**config.mk**
```make
export PLATFORM = sky130hd
export DESIGN_NAME = imm_gen_pipe
export DESIGN_NICKNAME = d
export VERILOG_FILES = /design/src/rtl/imm_gen_pipe_pkg.sv /design/src/rtl/imm_gen_pipe_decode.sv /design/src/rtl/imm_gen_pipe.sv
export SDC_FILE = /design/constraint.sdc
export NUM_CORES = 1
export LEC_CHECK = 0
export ABC_AREA = 1
export ABC_CLOCK_PERIOD_IN_PS = 2450
export BUFFER_PORTS_ARGS = -buffer_cell sky130_fd_sc_hd__buf_2
export CAP_MARGIN = 10
export CORE_ASPECT_RATIO = 0.5
export CORE_MARGIN = 4
export CORE_UTILIZATION = 35
export CTS_BUF_LIST = sky130_fd_sc_hd__clkbuf_2 sky130_fd_sc_hd__clkbuf_4 sky130_fd_sc_hd__clkbuf_8
export DETAILED_ROUTE_END_ITERATION = 8
export PLACE_DENSITY_LB_ADDON = 0.08
export SETUP_SLACK_MARGIN = 0.15
export SLEW_MARGIN = 15
export SYNTH_ARGS = -nofsm -noshare
export SYNTH_HDL_FRONTEND = slang
export SYNTH_SLANG_ARGS = --single-unit
export TNS_END_PERCENT = 10
```
**constraint.sdc**
```tcl
create_clock -name clk -period 2.45 [get_ports clk]
set_input_delay 0 -clock clk [delete_from_list [all_inputs] [get_ports clk]]
set_output_delay 0 -clock clk [all_outputs]
set_load 0.05 [all_outputs]
```
**src/rtl/imm_gen_pipe_pkg.sv**
```systemverilog
// Shared extend-op encodings for the immediate generator.
// One-hot ops; the original six keep their low bit positions.
package imm_gen_pipe_pkg;

  localparam int OP_W_DFLT = 8;

  localparam logic [7:0] OP_SHAMT = 8'h01;
  localparam logic [7:0] OP_ITYPE = 8'h02;
  localparam logic [7:0] OP_STYPE = 8'h04;
  localparam logic [7:0] OP_BTYPE = 8'h08;
  localparam logic [7:0] OP_UTYPE = 8'h10;
  localparam logic [7:0] OP_JTYPE = 8'h20;
  localparam logic [7:0] OP_CSRZ  = 8'h40;
  localparam logic [7:0] OP_IZEXT = 8'h80;

endpackage

```
**src/rtl/imm_gen_pipe_decode.sv**
```systemverilog
// Combinational field extraction and extension of the immediate.
// Any op that is not exactly one known one-hot code flags err.
module imm_decode
  import imm_gen_pipe_pkg::*;
#(
  parameter int XLEN = 32,
  parameter int OP_W = OP_W_DFLT
) (
  input  logic [31:0]     instr_i,
  input  logic [OP_W-1:0] op_i,
  output logic [XLEN-1:0] imm_o,
  output logic            err_o
);

  logic unused_opc;
  assign unused_opc = ^instr_i[6:0];

  function automatic logic [XLEN-1:0] sx(
    input logic signed [31:0] v
  );
    return XLEN'(v);
  endfunction

  // Select and extend the field for the requested format
  always_comb begin
    imm_o = '0;
    err_o = 1'b0;
    case (op_i)
      OP_W'(OP_SHAMT):
        imm_o = (XLEN == 64) ? XLEN'(instr_i[25:20])
                             : XLEN'(instr_i[24:20]);
      OP_W'(OP_ITYPE):
        imm_o = sx(32'($signed(instr_i[31:20])));
      OP_W'(OP_STYPE):
        imm_o = sx(32'($signed({instr_i[31:25],
                                instr_i[11:7]})));
      OP_W'(OP_BTYPE):
        imm_o = sx(32'($signed({instr_i[31], instr_i[7],
                                instr_i[30:25],
                                instr_i[11:8], 1'b0})));
      OP_W'(OP_UTYPE):
        imm_o = sx({instr_i[31:12], 12'b0});
      OP_W'(OP_JTYPE):
        imm_o = sx(32'($signed({instr_i[31],
                                instr_i[19:12],
                                instr_i[20],
                                instr_i[30:21], 1'b0})));
      OP_W'(OP_CSRZ):
        imm_o = XLEN'(instr_i[19:15]);
      OP_W'(OP_IZEXT):
        imm_o = XLEN'(instr_i[31:20]);
      default:
        err_o = 1'b1;
    endcase
  end

endmodule

```
**src/rtl/imm_gen_pipe.sv**
```systemverilog
// Registered immediate generator with valid/ready and a skid slot.
// Main register feeds the output; skid absorbs one stalled accept.
module imm_gen_pipe
  import imm_gen_pipe_pkg::*;
#(
  parameter int XLEN  = 32,
  parameter int OP_W  = OP_W_DFLT,
  parameter int TAG_W = 5
) (
  input  logic             clk,
  input  logic             rst,
  input  logic             flush,
  input  logic             in_valid,
  output logic             in_ready,
  input  logic [31:0]      in_instr,
  input  logic [OP_W-1:0]  in_op,
  input  logic [TAG_W-1:0] in_tag,
  output logic             out_valid,
  input  logic             out_ready,
  output logic [XLEN-1:0]  out_imm,
  output logic [TAG_W-1:0] out_tag,
  output logic             out_err
);

  if (XLEN != 32 && XLEN != 64) begin : g_bad_xlen
    $error("imm_gen_pipe: XLEN must be 32 or 64");
  end

  logic [XLEN-1:0]  dec_imm;
  logic             dec_err;

  imm_decode #(
    .XLEN (XLEN),
    .OP_W (OP_W)
  ) u_dec (
    .instr_i (in_instr),
    .op_i    (in_op),
    .imm_o   (dec_imm),
    .err_o   (dec_err)
  );

  logic             main_vld_q, main_vld_d;
  logic [XLEN-1:0]  main_imm_q, main_imm_d;
  logic [TAG_W-1:0] main_tag_q, main_tag_d;
  logic             main_err_q, main_err_d;
  logic             skid_vld_q, skid_vld_d;
  logic [XLEN-1:0]  skid_imm_q, skid_imm_d;
  logic [TAG_W-1:0] skid_tag_q, skid_tag_d;
  logic             skid_err_q, skid_err_d;
  logic             rdy_q, rdy_d;
  logic             accept;
  logic             main_free;

  assign accept    = in_valid & rdy_q & ~flush;
  assign main_free = ~main_vld_q | out_ready;

  // Next state: refill main from skid first so order stays FIFO
  always_comb begin
    main_vld_d = main_vld_q;
    main_imm_d = main_imm_q;
    main_tag_d = main_tag_q;
    main_err_d = main_err_q;
    skid_vld_d = skid_vld_q;
    skid_imm_d = skid_imm_q;
    skid_tag_d = skid_tag_q;
    skid_err_d = skid_err_q;
    if (flush) begin
      main_vld_d = 1'b0;
      skid_vld_d = 1'b0;
    end else if (main_free) begin
      if (skid_vld_q) begin
        main_vld_d = 1'b1;
        main_imm_d = skid_imm_q;
        main_tag_d = skid_tag_q;
        main_err_d = skid_err_q;
        skid_vld_d = accept;
        if (accept) begin
          skid_imm_d = dec_imm;
          skid_tag_d = in_tag;
          skid_err_d = dec_err;
        end
      end else begin
        main_vld_d = accept;
        if (accept) begin
          main_imm_d = dec_imm;
          main_tag_d = in_tag;
          main_err_d = dec_err;
        end
      end
    end else if (accept) begin
      skid_vld_d = 1'b1;
      skid_imm_d = dec_imm;
      skid_tag_d = in_tag;
      skid_err_d = dec_err;
    end
    rdy_d = ~skid_vld_d;
  end

  // State registers with asynchronous reset
  always_ff @(posedge clk or posedge rst) begin
    if (rst) begin
      main_vld_q <= 1'b0;
      main_imm_q <= '0;
      main_tag_q <= '0;
      main_err_q <= 1'b0;
      skid_vld_q <= 1'b0;
      skid_imm_q <= '0;
      skid_tag_q <= '0;
      skid_err_q <= 1'b0;
      rdy_q      <= 1'b1;
    end else begin
      main_vld_q <= main_vld_d;
      main_imm_q <= main_imm_d;
      main_tag_q <= main_tag_d;
      main_err_q <= main_err_d;
      skid_vld_q <= skid_vld_d;
      skid_imm_q <= skid_imm_d;
      skid_tag_q <= skid_tag_d;
      skid_err_q <= skid_err_d;
      rdy_q      <= rdy_d;
    end
  end

  assign in_ready  = rdy_q;
  assign out_valid = main_vld_q;
  assign out_imm   = main_imm_q;
  assign out_tag   = main_tag_q;
  assign out_err   = main_err_q;

endmodule

```
==> reports/metrics.csv <==
stage;metric;value;unit
status;status;finished, final reports clean;
drt;Vias/cell;4.643;
final_layout;Fill cells;1298;
sta;Worst-Margin Slew;0.7324;ns
power_and_ir_drop;Worst VDD drop;273.6;uV
sta;# setup viols final;0;
sta;setup TNS;0;ns
cts;H-Tree Depth;3;
worst_setup_path;Worst R2R End;skid_imm_q[28]$_DFFE_PP0P_;
drt;DRC;0;
yosys;sequential area share after synthesis;45.72;%
yosys;flops & latches, synth;79;
sta;fmax;569.9;MHz
final_layout;final non-filler cell total;860;
floorplanning;Die X-Extent;165.2;um
yosys;Yosys cell types;24;
place;HPWL after DPL;8.163;mm
sta;RSZ-0062 raised after global routing;false;
cts;Worst-path clk slew;0.08;ns
floorplanning;die area;0.01431;mm2
sta;Slew Viols, Final;0;
hold_path;Worst Hold Path EP;skid_imm_q[2]$_DFFE_PP0P_;
worst_setup_path;CP Data Required Time;2.72;ns
grt;largest net degree at the start of global routing;80;
cts;Max Root-Sink Buffers;2;
drt;Detailed Routing Iterations Pass 1;4;
floorplanning;DIE HEIGHT;86.62;um
place;Routability Congestion;0.8549;
sta;final hold vios;0;
cts;number of buffers created by CTS;9;
worst_setup_path;Worst Reg-to-Reg Cells;7;
drt;antenna viol nets, final;0;
power_and_ir_drop;Leak Pwr;3.016;nW
cts;post-CTS setup buffers;0;
sta;Clock Skews;0.008253;ns
yosys;Post-Syn Area;0.004327;mm2
drt;WL/cell;13.75;um
place;# placed instances;829;
grt;vias in the first global route;3762;
yosys;Post-Syn Nets;655;
power_and_ir_drop;power per cell area;663.8;mW/mm2
floorplanning;placeable core region;0.01195;mm2
worst_setup_path;Data arrival, critical path;2.02;ns
worst_setup_path;Crit Path Class;flip-flop to flip-flop;
worst_setup_path;worst reg2reg setup slack;0.70;ns
grt;gr usage total;17.09;%
final_layout;synth-to-layout area growth;20.45;%
floorplanning;num rows;28;
drt;vias post-DR;3993;
floorplanning;Ports;90;
final_layout;nets@finish;741;
cts;Clock Tree Root;clkbuf_8;
final_layout;layout cell share with drive strength beyond 1;20.58;%
worst_setup_path;crit path launch type;flip-flop;
sta;fin crit share;71.62;%
cts;CTS sink cnt;79;
final_layout;Ant. Diodes;0;
grt;antenna violations before repair;0;
place;port buffer count;82;
cts;CTS tree;done;
yosys;Avg Cell Area, Syn;7.151;um2
hold_path;Hold Path Class;input port to flip-flop;
yosys;synth warn;0;
cts;clk_lat worst skew;0.35;ns
hold_path;Hold Path Origin;in_instr[22];
yosys;Post-Synthesis Cells;605;
drt;Initial DRC Count;254;
sta;Tmin final;1.755;ns
final_layout;area taken by flip-flops and latches;0.001978;mm2
sta;Max transition margin;51.00;%
final_layout;Multi-input gate area;0.001963;mm2
worst_setup_path;CP Max Fanout;53;
cts;PostCTS Resize Cnt;0;
grt;first-pass GRT wire length;19.32;mm
drt;drt total wl;11.83;mm
grt;total grt overflow;0;
run;Max Cap Viol;0;
worst_setup_path;R2R Path Start;in_ready$_DFF_PP1_;
worst_setup_path;endpoint class of the critical path;flip-flop;
hold_path;cell count of the worst hold path;5;
floorplanning;Initial Util;36.22;%
-- sequential cells by signal, summed over array words and instances (netlist names) --
register	flops
out_tag	5
out_err	1
skid_vld_q	1
out_imm	32
skid_err_q	1
in_ready	1
skid_imm_q	32
skid_tag_q	5
out_valid	1
-- through the flow --
step / hold WS, ns / total power [W] / setup slack [ns] / cell area (um2) / util (%)
global placement: 0.1331 / 0.002502 / 0.6872 / 4865 / 40.72
detailed placement: 0.1361 / 0.002521 / 0.6344 / 4865 / 40.72
finish: 0.03188 / 0.003459 / 0.6954 / 5211 / 43.62
CTS: 0.008463 / 0.003506 / 0.6894 / 5211 / 43.62
global route: 0.01707 / 0.003686 / 0.5121 / 5211 / 43.62
floorplan: 0.1096 / 0.002298 / 0.4283 / 4327 / -
-- cell usage after synthesis (all sizes together) --
master | number | area share [%]
nand2 | 199 | 19
nor2 | 100 | 9.6
dfrtp | 78 | 45
nand3 | 69 | 8.2
inv | 58 | 5.1
a31oi | 27 | 3.9
buf | 22 | 3.0
a21oi | 19 | 2.3
o21ai | 19 | 2.2
clkbuf | 9 | 0.78
or2 | 4 | 0.58
dfstp | 1 | 0.61
-- routing by layer --
metal / wire length, um / part of all wire [%] / GRT usage [%] / vias up
met5: 0 / 0 / 0 / -
met4: 53 / 0.45 / 3.170 / 0
met3: 600 / 5.1 / 4.608 / 4
met2: 4894 / 41 / 24.59 / 83
met1: 6281 / 53 / 25.83 / 1828
li1: - / - / - / 2078
-- logic make-up after synthesis --
group	count (synthesis)	share of synthesized area, %
DFF	79	45.72
AOI/OAI and AO/OA	65	8.386
buffers and inverters	89	8.907
and+or+nand+nor	372	36.99
-- worst max-delay path, cell delays in order (launching register included) --
cell and delay [ns]:
dfstp_2 0.53, nand2_1 0.07, nor2_1 0.11, nand2_2 0.15, inv_2 0.30, buf_12 0.28, nor2_1 0.07, a31oi_1 0.13
-- power by group --
part	total (W)	internal [W]	switching, W
logic	0.000824	0.000266	0.000558
clock network	0.000955	0.000464	0.000492
registers	0.00168	0.00156	0.000118
total	0.00346	0.00229	0.00117
-- area by class of cell --
type                       instances  share of cell area (%)
multi-input combinational        437                   37.67
timing repair buffer             106                   12.58
sequential                        79                   37.96
tap                              165                   3.962
clock buffer                       9                   2.377
clock inverter                     6                   1.200
inverter                          58                   4.250
-- cell usage in the layout (no fill, tap or decap) --
cell type      count
nand2_1          186
nor2_1            95
buf_2             82
dfrtp_1           78
nand3_1           67
inv_1             46
a31oi_1           27
a21oi_1           18
o21ai_1           16
dlygate4sd3_1     16
inv_2             10
clkbuf_8           9
nand2_2            8
buf_4              6
nand2_4            5
or2_2              4
clkinv_2           4
nor2_2             3
o21ai_0            3
nor2_8             2
nand3_2            2
clkinv_4           2
buf_12             2
inv_4              1
a21oi_2            1
bufinv_16          1
dfstp_2            1
-- timing repair --
action,CTS,global route
hold endpoints to repair,101,0
hold buffers,16,0
setup endpoints to repair,0,0
-- worst max-delay path by stage --
stage                            endpoint               start  cells past startpoint  slack, ns
2_1_floorplan         out_err$_DFFE_PP0P_                 rst                      1       0.43
3_3_place_gp      out_imm[26]$_DFFE_PP0P_            in_op[4]                     10       0.69
3_5_place_dp      out_imm[26]$_DFFE_PP0P_            in_op[4]                     10       0.63
4_1_cts        skid_imm_q[31]$_DFFE_PP0P_  in_ready$_DFF_PP1_                      7       0.69
5_1_grt        skid_imm_q[27]$_DFFE_PP0P_  in_ready$_DFF_PP1_                      7       0.51
6_report       skid_imm_q[28]$_DFFE_PP0P_  in_ready$_DFF_PP1_                      7       0.70
Note: power is estimated with default switching activity, not from simulation.
